===== src/rtl/chan_pkt_pkg.sv =====
// chan_pkt_pkg: shared FSM state encoding and control/status word bit positions for the packet start controller
package chan_pkt_pkg;

    typedef enum logic [1:0] {
        S_IDLE,
        S_ARMED,
        S_CAPTURE,
        S_DONE
    } state_e;

    localparam int START_BIT   = 0;
    localparam int ABORT_BIT   = 1;
    localparam int NFRAMES_LSB = 16;
    localparam int NFRAMES_W   = 16;

    localparam int BUSY_BIT    = 0;
    localparam int DONE_BIT    = 1;
    localparam int OVF_BIT     = 2;
    localparam int FRAMES_LSB  = 16;

endpackage


===== src/rtl/chan_pkt_edge_det.sv =====
// chan_pkt_edge_det: single-bit rising-edge detector with synchronous active-high reset
module chan_pkt_edge_det (
    input  logic clk_i,
    input  logic rst_i,
    input  logic d_i,
    output logic rise_o
);

    logic d_q;

    // Previous-cycle copy of the input; cleared by reset so a level held through reset reads as an edge
    always_ff @(posedge clk_i) begin
        d_q <= rst_i ? 1'b0 : d_i;
    end

    assign rise_o = d_i & ~d_q;

endmodule


===== src/rtl/chan_512_packet_start_ctrl.sv =====
// chan_512_packet_start_ctrl: arms on a software start, aligns to channelizer frame sync and writes
// num_frames x N_CHAN samples into the packet buffer. Optional macro CHAN_PKT_START_TIMESTAMP_EN adds ts_out.
module chan_512_packet_start_ctrl
    import chan_pkt_pkg::*;
#(
    parameter int N_CHAN = 512,
    parameter int DATA_W = 32,
    parameter int ADDR_W = 16
) (
    input  logic              user_clk,
    input  logic              user_rst,
    input  logic [31:0]       ctrl_word,
    input  logic              sync_in,
    input  logic              ch_valid,
    input  logic [DATA_W-1:0] ch_data,
    output logic              buf_we,
    output logic [ADDR_W-1:0] buf_addr,
    output logic [DATA_W-1:0] buf_data,
    output logic [31:0]       status
`ifdef CHAN_PKT_START_TIMESTAMP_EN
    ,
    output logic [31:0]       ts_out
`endif
);

    localparam int CW = (N_CHAN > 1) ? $clog2(N_CHAN) : 1;
    localparam logic [CW-1:0] LAST_CH = CW'(N_CHAN - 1);

    state_e                 state_q;
    logic [NFRAMES_W-1:0]   nframes_q;
    logic [NFRAMES_W-1:0]   frame_cnt_q;
    logic [CW-1:0]          chan_cnt_q;
    logic [ADDR_W-1:0]      addr_q;
    logic                   full_q;
    logic                   done_q;
    logic                   ovf_q;
    logic                   buf_we_q;
    logic [ADDR_W-1:0]      buf_addr_q;
    logic [DATA_W-1:0]      buf_data_q;

    logic                   start_edge;
    logic                   abort;
    logic                   cap_go;
    logic                   ctrl_unused;
    logic [NFRAMES_W-1:0]   nf_in;
    logic [NFRAMES_W-1:0]   frame_nxt;
    logic [CW-1:0]          chan_nxt;
    logic [ADDR_W-1:0]      addr_nxt;

    chan_pkt_edge_det u_start_edge (
        .clk_i  (user_clk),
        .rst_i  (user_rst),
        .d_i    (ctrl_word[START_BIT]),
        .rise_o (start_edge)
    );

    assign abort       = ctrl_word[ABORT_BIT];
    assign nf_in       = ctrl_word[NFRAMES_LSB +: NFRAMES_W];
    assign ctrl_unused = ^ctrl_word[NFRAMES_LSB-1:ABORT_BIT+1];
    assign cap_go      = !abort && state_q == S_ARMED && sync_in && ch_valid;
    assign frame_nxt   = frame_cnt_q + NFRAMES_W'(1);
    assign chan_nxt    = chan_cnt_q + CW'(1);
    assign addr_nxt    = addr_q + ADDR_W'(1);

    // Capture FSM with registered write port; abort overrides everything, full_q marks a completed address lap
    always_ff @(posedge user_clk) begin
        if (user_rst) begin
            state_q     <= S_IDLE;
            nframes_q   <= '0;
            frame_cnt_q <= '0;
            chan_cnt_q  <= '0;
            addr_q      <= '0;
            full_q      <= 1'b0;
            done_q      <= 1'b0;
            ovf_q       <= 1'b0;
            buf_we_q    <= 1'b0;
            buf_addr_q  <= '0;
            buf_data_q  <= '0;
        end else begin
            buf_we_q   <= 1'b0;
            buf_data_q <= ch_data;
            if (abort) begin
                state_q <= S_IDLE;
            end else begin
                case (state_q)
                    S_IDLE, S_DONE: begin
                        if (start_edge) begin
                            state_q     <= S_ARMED;
                            nframes_q   <= (nf_in == '0) ? NFRAMES_W'(1) : nf_in;
                            frame_cnt_q <= '0;
                            chan_cnt_q  <= '0;
                            addr_q      <= '0;
                            full_q      <= 1'b0;
                            done_q      <= 1'b0;
                            ovf_q       <= 1'b0;
                        end
                    end
                    S_ARMED: begin
                        if (cap_go) begin
                            state_q    <= S_CAPTURE;
                            buf_we_q   <= 1'b1;
                            buf_addr_q <= '0;
                            addr_q     <= ADDR_W'(1);
                            chan_cnt_q <= CW'(1);
                        end
                    end
                    S_CAPTURE: begin
                        if (ch_valid) begin
                            buf_we_q   <= 1'b1;
                            buf_addr_q <= addr_q;
                            addr_q     <= addr_nxt;
                            if (&addr_q) full_q <= 1'b1;
                            if (full_q) ovf_q <= 1'b1;
                            if (sync_in && chan_cnt_q != '0) begin
                                ovf_q      <= 1'b1;
                                chan_cnt_q <= CW'(1);
                            end else begin
                                chan_cnt_q <= chan_nxt;
                                if (chan_cnt_q == LAST_CH) begin
                                    frame_cnt_q <= frame_nxt;
                                    if (frame_nxt == nframes_q) begin
                                        state_q <= S_DONE;
                                        done_q  <= 1'b1;
                                    end
                                end
                            end
                        end
                    end
                    default: state_q <= S_IDLE;
                endcase
            end
        end
    end

    // Status word assembled from registered state only
    always_comb begin
        status = '0;
        status[BUSY_BIT] = (state_q == S_ARMED) || (state_q == S_CAPTURE);
        status[DONE_BIT] = done_q;
        status[OVF_BIT]  = ovf_q;
        status[FRAMES_LSB +: NFRAMES_W] = frame_cnt_q;
    end

    assign buf_we   = buf_we_q;
    assign buf_addr = buf_addr_q;
    assign buf_data = buf_data_q;

`ifdef CHAN_PKT_START_TIMESTAMP_EN
    logic [31:0] cyc_q;
    logic [31:0] ts_q;

    // Free-running cycle counter, stamped on the cycle the first sample of a capture is accepted
    always_ff @(posedge user_clk) begin
        if (user_rst) begin
            cyc_q <= '0;
            ts_q  <= '0;
        end else begin
            cyc_q <= cyc_q + 32'd1;
            if (cap_go) ts_q <= cyc_q;
        end
    end

    assign ts_out = ts_q;
`endif

endmodule


===== config.mk =====
export PLATFORM = sky130hd
export DESIGN_NAME = chan_512_packet_start_ctrl
export DESIGN_NICKNAME = d
export VERILOG_FILES = /design/src/rtl/chan_pkt_pkg.sv /design/src/rtl/chan_pkt_edge_det.sv /design/src/rtl/chan_512_packet_start_ctrl.sv
export SDC_FILE = /design/constraint.sdc
export NUM_CORES = 1
export LEC_CHECK = 0
export ABC_AREA = 1
export CORE_AREA = 2 2 118 97
export CTS_BUF_LIST = sky130_fd_sc_hd__clkbuf_2 sky130_fd_sc_hd__clkbuf_4 sky130_fd_sc_hd__clkbuf_8
export CTS_CLUSTER_SIZE = 20
export DETAILED_ROUTE_END_ITERATION = 7
export DIE_AREA = 0 0 120 99
export PLACE_DENSITY = 0.81
export SETUP_SLACK_MARGIN = 0.05
export SLEW_MARGIN = 20
export SYNTH_ARGS = -nofsm -noshare
export SYNTH_HDL_FRONTEND = slang
export SYNTH_SLANG_ARGS = --single-unit
export TNS_END_PERCENT = 50

===== constraint.sdc =====
create_clock -name user_clk -period 2.58 [get_ports user_clk]
set_input_delay 0.258 -clock user_clk [delete_from_list [all_inputs] [get_ports user_clk]]
set_output_delay 0.258 -clock user_clk [all_outputs]
set_load 0.01 [all_outputs]

==> results of run 1 <==
## final cells by class
| class | instances | area (µm²) | share of cell area |
|---|---|---|---|
| clock buffers | 9 | 123.9 | 0.01843 |
| well taps | 144 | 180.2 | 0.02680 |
| flip-flops and latches | 112 | 2243 | 0.3337 |
| multi-input cells | 473 | 2384 | 0.3546 |
| repair buffers | 134 | 1304 | 0.1939 |
| clock inverters | 7 | 108.9 | 0.01619 |
| inverters | 101 | 379.1 | 0.05639 |
## metrics by stage
step,hold slack [ns],instances
floorplan,0.3650,721
global placement,0.4503,963
detailed placement,0.4589,963
CTS,0.3649,979
global route,0.3619,980
finish,0.3771,980
## cell usage after synthesis, drive strengths merged (6+ instances only)
master / instances
nand3: 52
nand4: 13
o21ai: 26
nor3: 11
inv: 100
a21oi: 45
nand2: 126
nand3b: 6
clkbuf: 16
nor2: 122
a211oi: 10
dfxtp: 112
ha: 8
a221oi: 6
buf: 19
nor4: 9
## flip-flops by register name, indices dropped and copies added (netlist names)
signal / cells
addr_q: 16
buf_addr: 16
buf_data: 32
buf_we: 1
chan_cnt_q: 9
done_q: 1
frame_cnt_q: 16
full_q: 1
nframes_q: 16
ovf_q: 1
state_q: 2
u_start_edge.d_q: 1
## metal layers
| metal | vias to the layer above | part of all wire | track usage |
|---|---|---|---|
| met5 | - | 0 | 0 |
| met3 | 26 | 0.075 | 0.04803 |
| met1 | 2284 | 0.46 | 0.3112 |
| met4 | 0 | 0.020 | 0.08416 |
| met2 | 202 | 0.45 | 0.3588 |
| li1 | 2505 | - | - |
## repair_timing
item                                    in CTS  in global routing
setup buffers                                0                  1
resized for setup                            0                  8
endpoints found under the hold margin        0                  0
endpoints found under the setup margin       0                 22
## report_power, final
group          leakage (nW)  internal, mW  switching [mW]
registers             0.916          1.80          0.0480
logic                  1.65         0.259           0.317
clock network         0.118         0.569           0.636
total                  2.69          2.63            1.00
## worst min-delay path, stage by stage
cell and delay [ns]:
clkdlybuf4s50_1 0.39, inv_1 0.05, nor2_1 0.03
## how the worst max path moves through the flow
| stage | slack [ns] | cells after the start | endpoint | start |
|---|---|---|---|---|
| after floorplan | 0.52 | 12 | addr_q[13] | state_q[0] |
| after global placement | 0.26 | 12 | addr_q[13] | ch_valid |
| final | 0.27 | 19 | state_q[1] | chan_cnt_q[0] |
| after global routing | -0.03 | 19 | state_q[1] | chan_cnt_q[0] |
| after CTS | 0.13 | 12 | addr_q[13] | state_q[0] |
| after detailed placement | 0.16 | 19 | state_q[1] | chan_cnt_q[1] |
## cell families (layout without fill, tap and decap cells)
logic type / Yosys count / after routing / synth area share
buffers and inverters: 136 / 251 / 0.1111
AND/OR/NAND/NOR: 342 / 342 / 0.2958
flip-flops: 112 / 112 / 0.4377
AO/OA/AOI/OAI: 105 / 105 / 0.1209
other: 1 / 13 / 0.0007321
XOR/XNOR: 5 / 5 / 0.01417
adder cells (fa/ha/maj): 8 / 8 / 0.01954
==> flow_summary.toml, run 1 <==
[run_status]
status = "completed"

[setup_path]
crit_required_ns = 2.87
timing.rr.end = "state_q[1]"
critical_path.max_stage_delay_ns = 0.35
arrival_ns = 2.59
cp_slowest_cell = "dfxtp_1"
r2r-start = "chan_cnt_q[0]"
worst_setup_path_start_kind = "register"
cp_cell_sequence = "ha_1 > inv_1 > nor3_2 > inv_1 > nor2_1 > ha_1 > inv_1 > a21oi_1 > nand3_1 > nor2_1 > nand3_1 > nor2_1 > nand2_1 > nor2_2 > nand3_2 > nand2_2 > nand3_1 > nand2_1 > nor2_1"
critPathKind = "register to register"
reg2reg_slack_ns = 0.27
path_delay_family = "simple AND/OR/NAND/NOR gates"
critPathMaxFanout = 4
cpMostUsedCell = "nor2_1"
cp-end-kind = "register"
cp_num_buf_inv = 3
reg2regPathDepth = 19

[finish]
diodes = 0
nets = 907
mostFrequentLayoutCell = "nand2_1"
drive_gt1_frac = 0.06938
stdcell_area_mm2 = 0.006723
finish.utilization = 0.6296
area.growth.synth_to_final_pct = 31.24
most-common-layout-cells = "nand2_1 (124), clkdlybuf4s50_1 (120), nor2_1 (114)"
nFillCells = 890

[route]
wl_per_cell_um = 13.68
first_pass_iters = 5
antenna_left = 0
drc = 0
viasPerCell = 5.119
vias = 5017
wl_um = 13400
drt_iter0_markers = 326

[global_route]
grt_max_degree = 76
grt_pass1_vias = 4722
antenna_found_initial = 0
track_usage = 0.2287
globalRouteOverflowTotal = 0
grt_first_pass_wirelength_um = 22100

[timing]
tns_ns = 0
min_period_ns = 2.306
rsz0062_at_grt = "true"
finalSetupViolCount = 0
post-route-period-util = 0.8940
finalHoldViolations = 0
skew_ns = 0.009556
final-max-slew-violation-count = 0
worst_slew_margin_rel = 0.4776
fin_ws_ns = 0.2735
tightest_slew_ns = 0.7836
clock.fmax_mhz = 433.6

[logic_synthesis]
ys.flop_type = "dfxtp_1"
async_flop_share = 0
ys_seq_area_frac = 0.4377
yosys.cell_types.count = 43
synth_top_area_share = 0.4377
syn_avg_cell_area_um2 = 7.225
yosys.area.top_type = "dfxtp_1"
yosysWarnings = 0
synth_area_leaders = "dfxtp_1 (44%), nand2_1 (9.1%), nor2_1 (8.4%)"
ys_ff_latch = 112
syn_inst = 709
synth_edf_count = 0
syn_area_mm2 = 0.005122

[placement]
place_area_mm2 = 0.006454
gp_congestion = 0.9289
portBuffers = 121
pre_cts_slack_ns = 0.1600
dp_hpwl_um = 9885

[floorplan]
core_mm2 = 0.01068
die_x_um = 120
die_y_um = 99
ios = 149
dieArea_mm2 = 0.01188
start_util = 0.4797
rows = 34

[cts]
ctsRootBufferMaster = "clkbuf_8"
cts_buffer_depth = 2
tritoncts = "yes"
h-tree-depth = 3
cts_made_buffers = 9
postCtsHoldBufs = 0
insertion_delay_ns = 0.38
cts.sinks = 112
clkTransAtPathRegs_ns = 0.11

[hold_path]
hp-start = "ch_data[26]"
hold_path_class = "input pin to register"
holdPathEnd = "buf_data[26]"
holdPathStages = 3

[power_and_ir_drop]
p_per_area_mw_per_mm2 = 539.4
power_mw = 3.626
power_leakage_nw = 2.687
vdd_drop_max_uv = 333.3

[run]
maxCapViolations = 0
Note: power is estimated with default switching activity, not from simulation.
==> run 2, diff against run 1 <==
--- a/config.mk
+++ b/config.mk
@@ -11,6 +11,7 @@
 export CTS_CLUSTER_SIZE = 20
 export DETAILED_ROUTE_END_ITERATION = 7
 export DIE_AREA = 0 0 120 99
+export MAX_ROUTING_LAYER = met4
 export PLACE_DENSITY = 0.81
 export SETUP_SLACK_MARGIN = 0.05
 export SLEW_MARGIN = 20
==> flow_summary.toml, run 2 (synthesis gave the netlist of run 1 again) <==
[setup_path]
r2r-start = "frame_cnt_q[0]"
critPathKind = "register to register"
critPathMaxFanout = 8
reg2reg_slack_ns = 0.20
cp-end-kind = "register"
reg2regPathDepth = 16
crit_required_ns = 2.86
cp_slowest_cell = "dfxtp_1"
arrival_ns = 2.66
timing.rr.end = "state_q[1]"
cpMostUsedCell = "nand2_1"
cp_cell_sequence = "ha_1 > nand2_1 > nor2_2 > nand2_1 > nand2_1 > nand3_1 > nand2_1 > nand2_1 > inv_1 > nand2_1 > nor2_1 > nand3_1 > nand2_2 > nand3_1 > nand2_1 > nor2_1"
critical_path.max_stage_delay_ns = 0.44
worst_setup_path_start_kind = "register"

[cts]
cts_made_buffers = 9
tritoncts = "yes"
ctsRootBufferMaster = "clkbuf_8"
cts.sinks = 112
clkTransAtPathRegs_ns = 0.12
cts_buffer_depth = 2
insertion_delay_ns = 0.38
h-tree-depth = 3
postCtsHoldBufs = 0

[timing]
finalHoldViolations = 0
tightest_slew_ns = 0.8092
clock.fmax_mhz = 420.0
post-route-period-util = 0.9228
min_period_ns = 2.381
fin_ws_ns = 0.1992
skew_ns = 0.01331
worst_slew_margin_rel = 0.4605
rsz0062_at_grt = "true"
whs_ns = 0.3757
final-max-slew-violation-count = 0
tns_ns = 0
finalSetupViolCount = 0

[global_route]
track_usage = 0.2354
antenna_found_initial = 0
grt_max_degree = 76
grt_pass1_vias = 4630
globalRouteOverflowTotal = 0
grt_first_pass_wirelength_um = 21820

[power_and_ir_drop]
p_per_area_mw_per_mm2 = 527.4
power_leakage_nw = 2.677
vdd_drop_max_uv = 271.7

[floorplan]
start_util = 0.4797
core_mm2 = 0.01068
die_x_um = 120
dieArea_mm2 = 0.01188
rows = 34
ios = 149
die_y_um = 99

[route]
drt_iter0_markers = 341
wl_per_cell_um = 13.63
drc = 0
wl_um = 13370
first_pass_iters = 5
viasPerCell = 5.156
vias = 5058
antenna_left = 0

[placement]
place_area_mm2 = 0.006454
gp_congestion = 0.9176
pre_cts_slack_ns = 0.1828
dp_hpwl_um = 9947
portBuffers = 121

[run_status]
status = "completed"

[finish]
diodes = 0
nets = 908
drive_gt1_frac = 0.06571
most-common-layout-cells = "nand2_1 (124), clkdlybuf4s50_1 (120), nor2_1 (115)"
mostFrequentLayoutCell = "nand2_1"
largest_reg_flops = 32
stdcell_area_mm2 = 0.006690
area.growth.synth_to_final_pct = 30.61

[hold_path]
holdPathEnd = "buf_data[31]"
hold_path_class = "input pin to register"
holdPathStages = 3
hp-start = "ch_data[31]"

[run]
maxCapViolations = 0
-- run 2: cell types whose count changed in the layout (fill, tap and decap cells not counted), sizes merged --
cell	before	now
clkinvlp	0	2
buf	14	15
bufinv	2	1
clkbuf	9	10
clkinv	2	1
inv	104	103
-- run 2: metrics by stage --
step,power (mW),util,std cells
after floorplan,2.191,-,721
after global placement,2.425,0.6044,963
after detailed placement,2.445,0.6044,963
after CTS,3.539,0.6242,979
after global routing,3.685,0.6266,981
final,3.528,0.6266,981
-- run 2: cell type report --
class	instances	area (µm²)
inverter	101	379.1
fill	952	3988
sequential	112	2243
multi-input combinational	473	2365
clock inverter	6	73.82
clock buffer	10	137.6
timing repair buffer	135	1311
tap	144	180.2
-- run 2: power breakdown --
part           leakage, nW  internal [mW]  switching, mW
clock                0.101          0.490          0.621
sequential           0.916           1.80         0.0479
combinational         1.66          0.261          0.312
total                 2.68           2.55          0.982
-- run 2: per-layer routing --
layer  wire length, µm  global-route usage  share of wire  vias to the layer above
met4               240             0.06516          0.018                        0
met5                 0                   -              0                        -
met3              1029             0.05440          0.077                       21
li1                  -                   -              -                     2513
met1              6253              0.3098           0.47                     2327
met2              5845              0.3641           0.44                      197
-- run 2: timing repair --
action                                  in CTS  in global routing
buffers inserted                             0                  2
endpoints found under the setup margin       0                 14
gates resized for setup                      0                  3
-- run 2: critical path: cells and delay by family (launching register included) --
family / cells / cell delay, ns
AND/OR/NAND/NOR: 14 / 1.53
adder cells (fa/ha/maj): 1 / 0.24
buffers and inverters: 1 / 0.05
flip-flops: 1 / 0.44
-- run 2: worst max-delay path by stage --
stage                         startpoint    endpoint  slack (ns)  depth (start not counted)
final                     frame_cnt_q[0]  state_q[1]        0.20                         16
after global routing       chan_cnt_q[0]  state_q[0]        0.02                         19
after CTS                     state_q[0]  addr_q[15]        0.17                         11
after detailed placement        ch_valid  addr_q[15]        0.18                         11
after global placement     chan_cnt_q[1]  state_q[1]        0.30                         19
after floorplan               state_q[0]  addr_q[13]        0.52                         12
==> run 3, diff against run 2 <==
--- a/config.mk
+++ b/config.mk
@@ -13,7 +13,6 @@
 export DIE_AREA = 0 0 120 99
 export MAX_ROUTING_LAYER = met4
 export PLACE_DENSITY = 0.81
-export SETUP_SLACK_MARGIN = 0.05
 export SLEW_MARGIN = 20
 export SYNTH_ARGS = -nofsm -noshare
 export SYNTH_HDL_FRONTEND = slang
==> flow_summary.toml, run 3 (synthesis gave the netlist of run 1 again) <==
[timing]
worst_slew_margin_rel = 0.4599
finalSetupViolCount = 0
skew_ns = 0.01255
clock.fmax_mhz = 421.7
finalHoldViolations = 0
whs_ns = 0.3734
final-max-slew-violation-count = 0
min_period_ns = 2.371
tightest_slew_ns = 0.8101
post-route-period-util = 0.9191

[power_and_ir_drop]
power_mw = 3.527
p_per_area_mw_per_mm2 = 527.5
vdd_drop_max_uv = 271.8
power_leakage_nw = 2.676

[route]
wl_um = 13320
wl_per_cell_um = 13.57
drc = 0
antenna_left = 0
drt_iter0_markers = 317
first_pass_iters = 5
vias = 5075
viasPerCell = 5.173

[finish]
area.growth.synth_to_final_pct = 30.53
most-common-layout-cells = "nand2_1 (124), clkdlybuf4s50_1 (120), nor2_1 (115)"
fin_cells = 981
finish.utilization = 0.6262
regArea_mm2 = 0.002243
nets = 908
nFillCells = 952
diodes = 0
largest_reg_flops = 32
mostFrequentLayoutCell = "nand2_1"
multi_input_area_mm2 = 0.002361
drive_gt1_frac = 0.06452
stdcell_area_mm2 = 0.006686

[hold_path]
holdPathEnd = "buf_data[31]"
holdPathStages = 3
hold_path_class = "input pin to register"
hp-start = "ch_data[31]"

[setup_path]
reg2reg_slack_ns = 0.21
critPathKind = "register to register"
cp-end-kind = "register"
reg2regPathDepth = 11
crit_required_ns = 2.89
r2r-start = "state_q[0]"
worst_setup_path_start_kind = "register"
arrival_ns = 2.69
timing.rr.end = "addr_q[15]"
critPathMaxFanout = 7

[floorplan]
ios = 149
die_x_um = 120
rows = 34
start_util = 0.4797
die_y_um = 99
dieArea_mm2 = 0.01188
core_mm2 = 0.01068

[cts]
ctsRootBufferMaster = "clkbuf_8"
cts_buffer_depth = 2
tritoncts = "yes"
postCtsHoldBufs = 0
cts_made_buffers = 9
insertion_delay_ns = 0.38
h-tree-depth = 3
cts.sinks = 112
clkTransAtPathRegs_ns = 0.12

[placement]
dp_hpwl_um = 9947
placed_cells = 963
gp_congestion = 0.9176
portBuffers = 121
place_area_mm2 = 0.006454

[global_route]
grt_max_degree = 76
grt_first_pass_wirelength_um = 21820
globalRouteOverflowTotal = 0
grt_pass1_vias = 4630
track_usage = 0.2354
antenna_found_initial = 0

[run_status]
status = "completed"

[run]
maxCapViolations = 0
run 3: cell types whose count changed in the layout (fill, tap and decap cells not counted):
cell / change
o21ai_2: -1
o21ai_1: +1
run 3: per-layer routing:
| metal | track usage | routed length (µm) | up-vias | share of wire |
|---|---|---|---|---|
| li1 | - | - | 2516 | - |
| met1 | 0.3098 | 6114 | 2332 | 0.46 |
| met2 | 0.3641 | 5901 | 213 | 0.44 |
| met3 | 0.05440 | 1102 | 14 | 0.083 |
| met4 | 0.06516 | 197 | 0 | 0.015 |
| met5 | - | 0 | - | 0 |
run 3: what timing repair did:
action                                  CTS  global route
endpoints found under the setup margin    0            11
gates resized for setup                   0             2
buffers inserted                          0             2
run 3: power by group:
part | internal, mW | switching [mW]
Sequential | 1.80 | 0.0481
Combinational | 0.260 | 0.311
Clock | 0.490 | 0.622
Total | 2.55 | 0.981
run 3: cell type report:
cell class,count,area share
Sequential cell,112,0.3355
Tap cell,144,0.02695
Inverter,101,0.05670
Clock inverter,6,0.01104
Timing Repair Buffer,135,0.1961
Multi-Input combinational cell,473,0.3531
Clock buffer,10,0.02058
run 3: worst max-delay path by stage:
stage                 endpoint  slack (ns)           from  depth (start not counted)
floorplan           addr_q[13]        0.52     state_q[0]                         12
global placement    state_q[1]        0.30  chan_cnt_q[1]                         19
detailed placement  addr_q[15]        0.18       ch_valid                         11
CTS                 addr_q[15]        0.17     state_q[0]                         11
global route        state_q[0]       -0.01  chan_cnt_q[1]                         19
finish              addr_q[15]        0.21     state_q[0]                         11
run 3: per-stage QoR:
| step | setup WS [ns] | TNS (ns) |
|---|---|---|
| after floorplan | 0.5208 | 0 |
| after global placement | 0.2997 | 0 |
| after detailed placement | 0.1828 | 0 |
| after CTS | 0.1706 | 0 |
| after global routing | -0.01342 | -0.01342 |
| final | 0.2087 | 0 |
run 3: worst max-delay path, stage by stage (launching register included):
cell and delay (ns):
dfxtp_2 0.37, inv_1 0.06, ha_1 0.39, inv_2 0.15, o21ai_1 0.17, nor2_4 0.22, inv_2 0.10, nor2_8 0.10
inv_2 0.06, nor4_1 0.41, nand4_1 0.14, a21oi_1 0.15
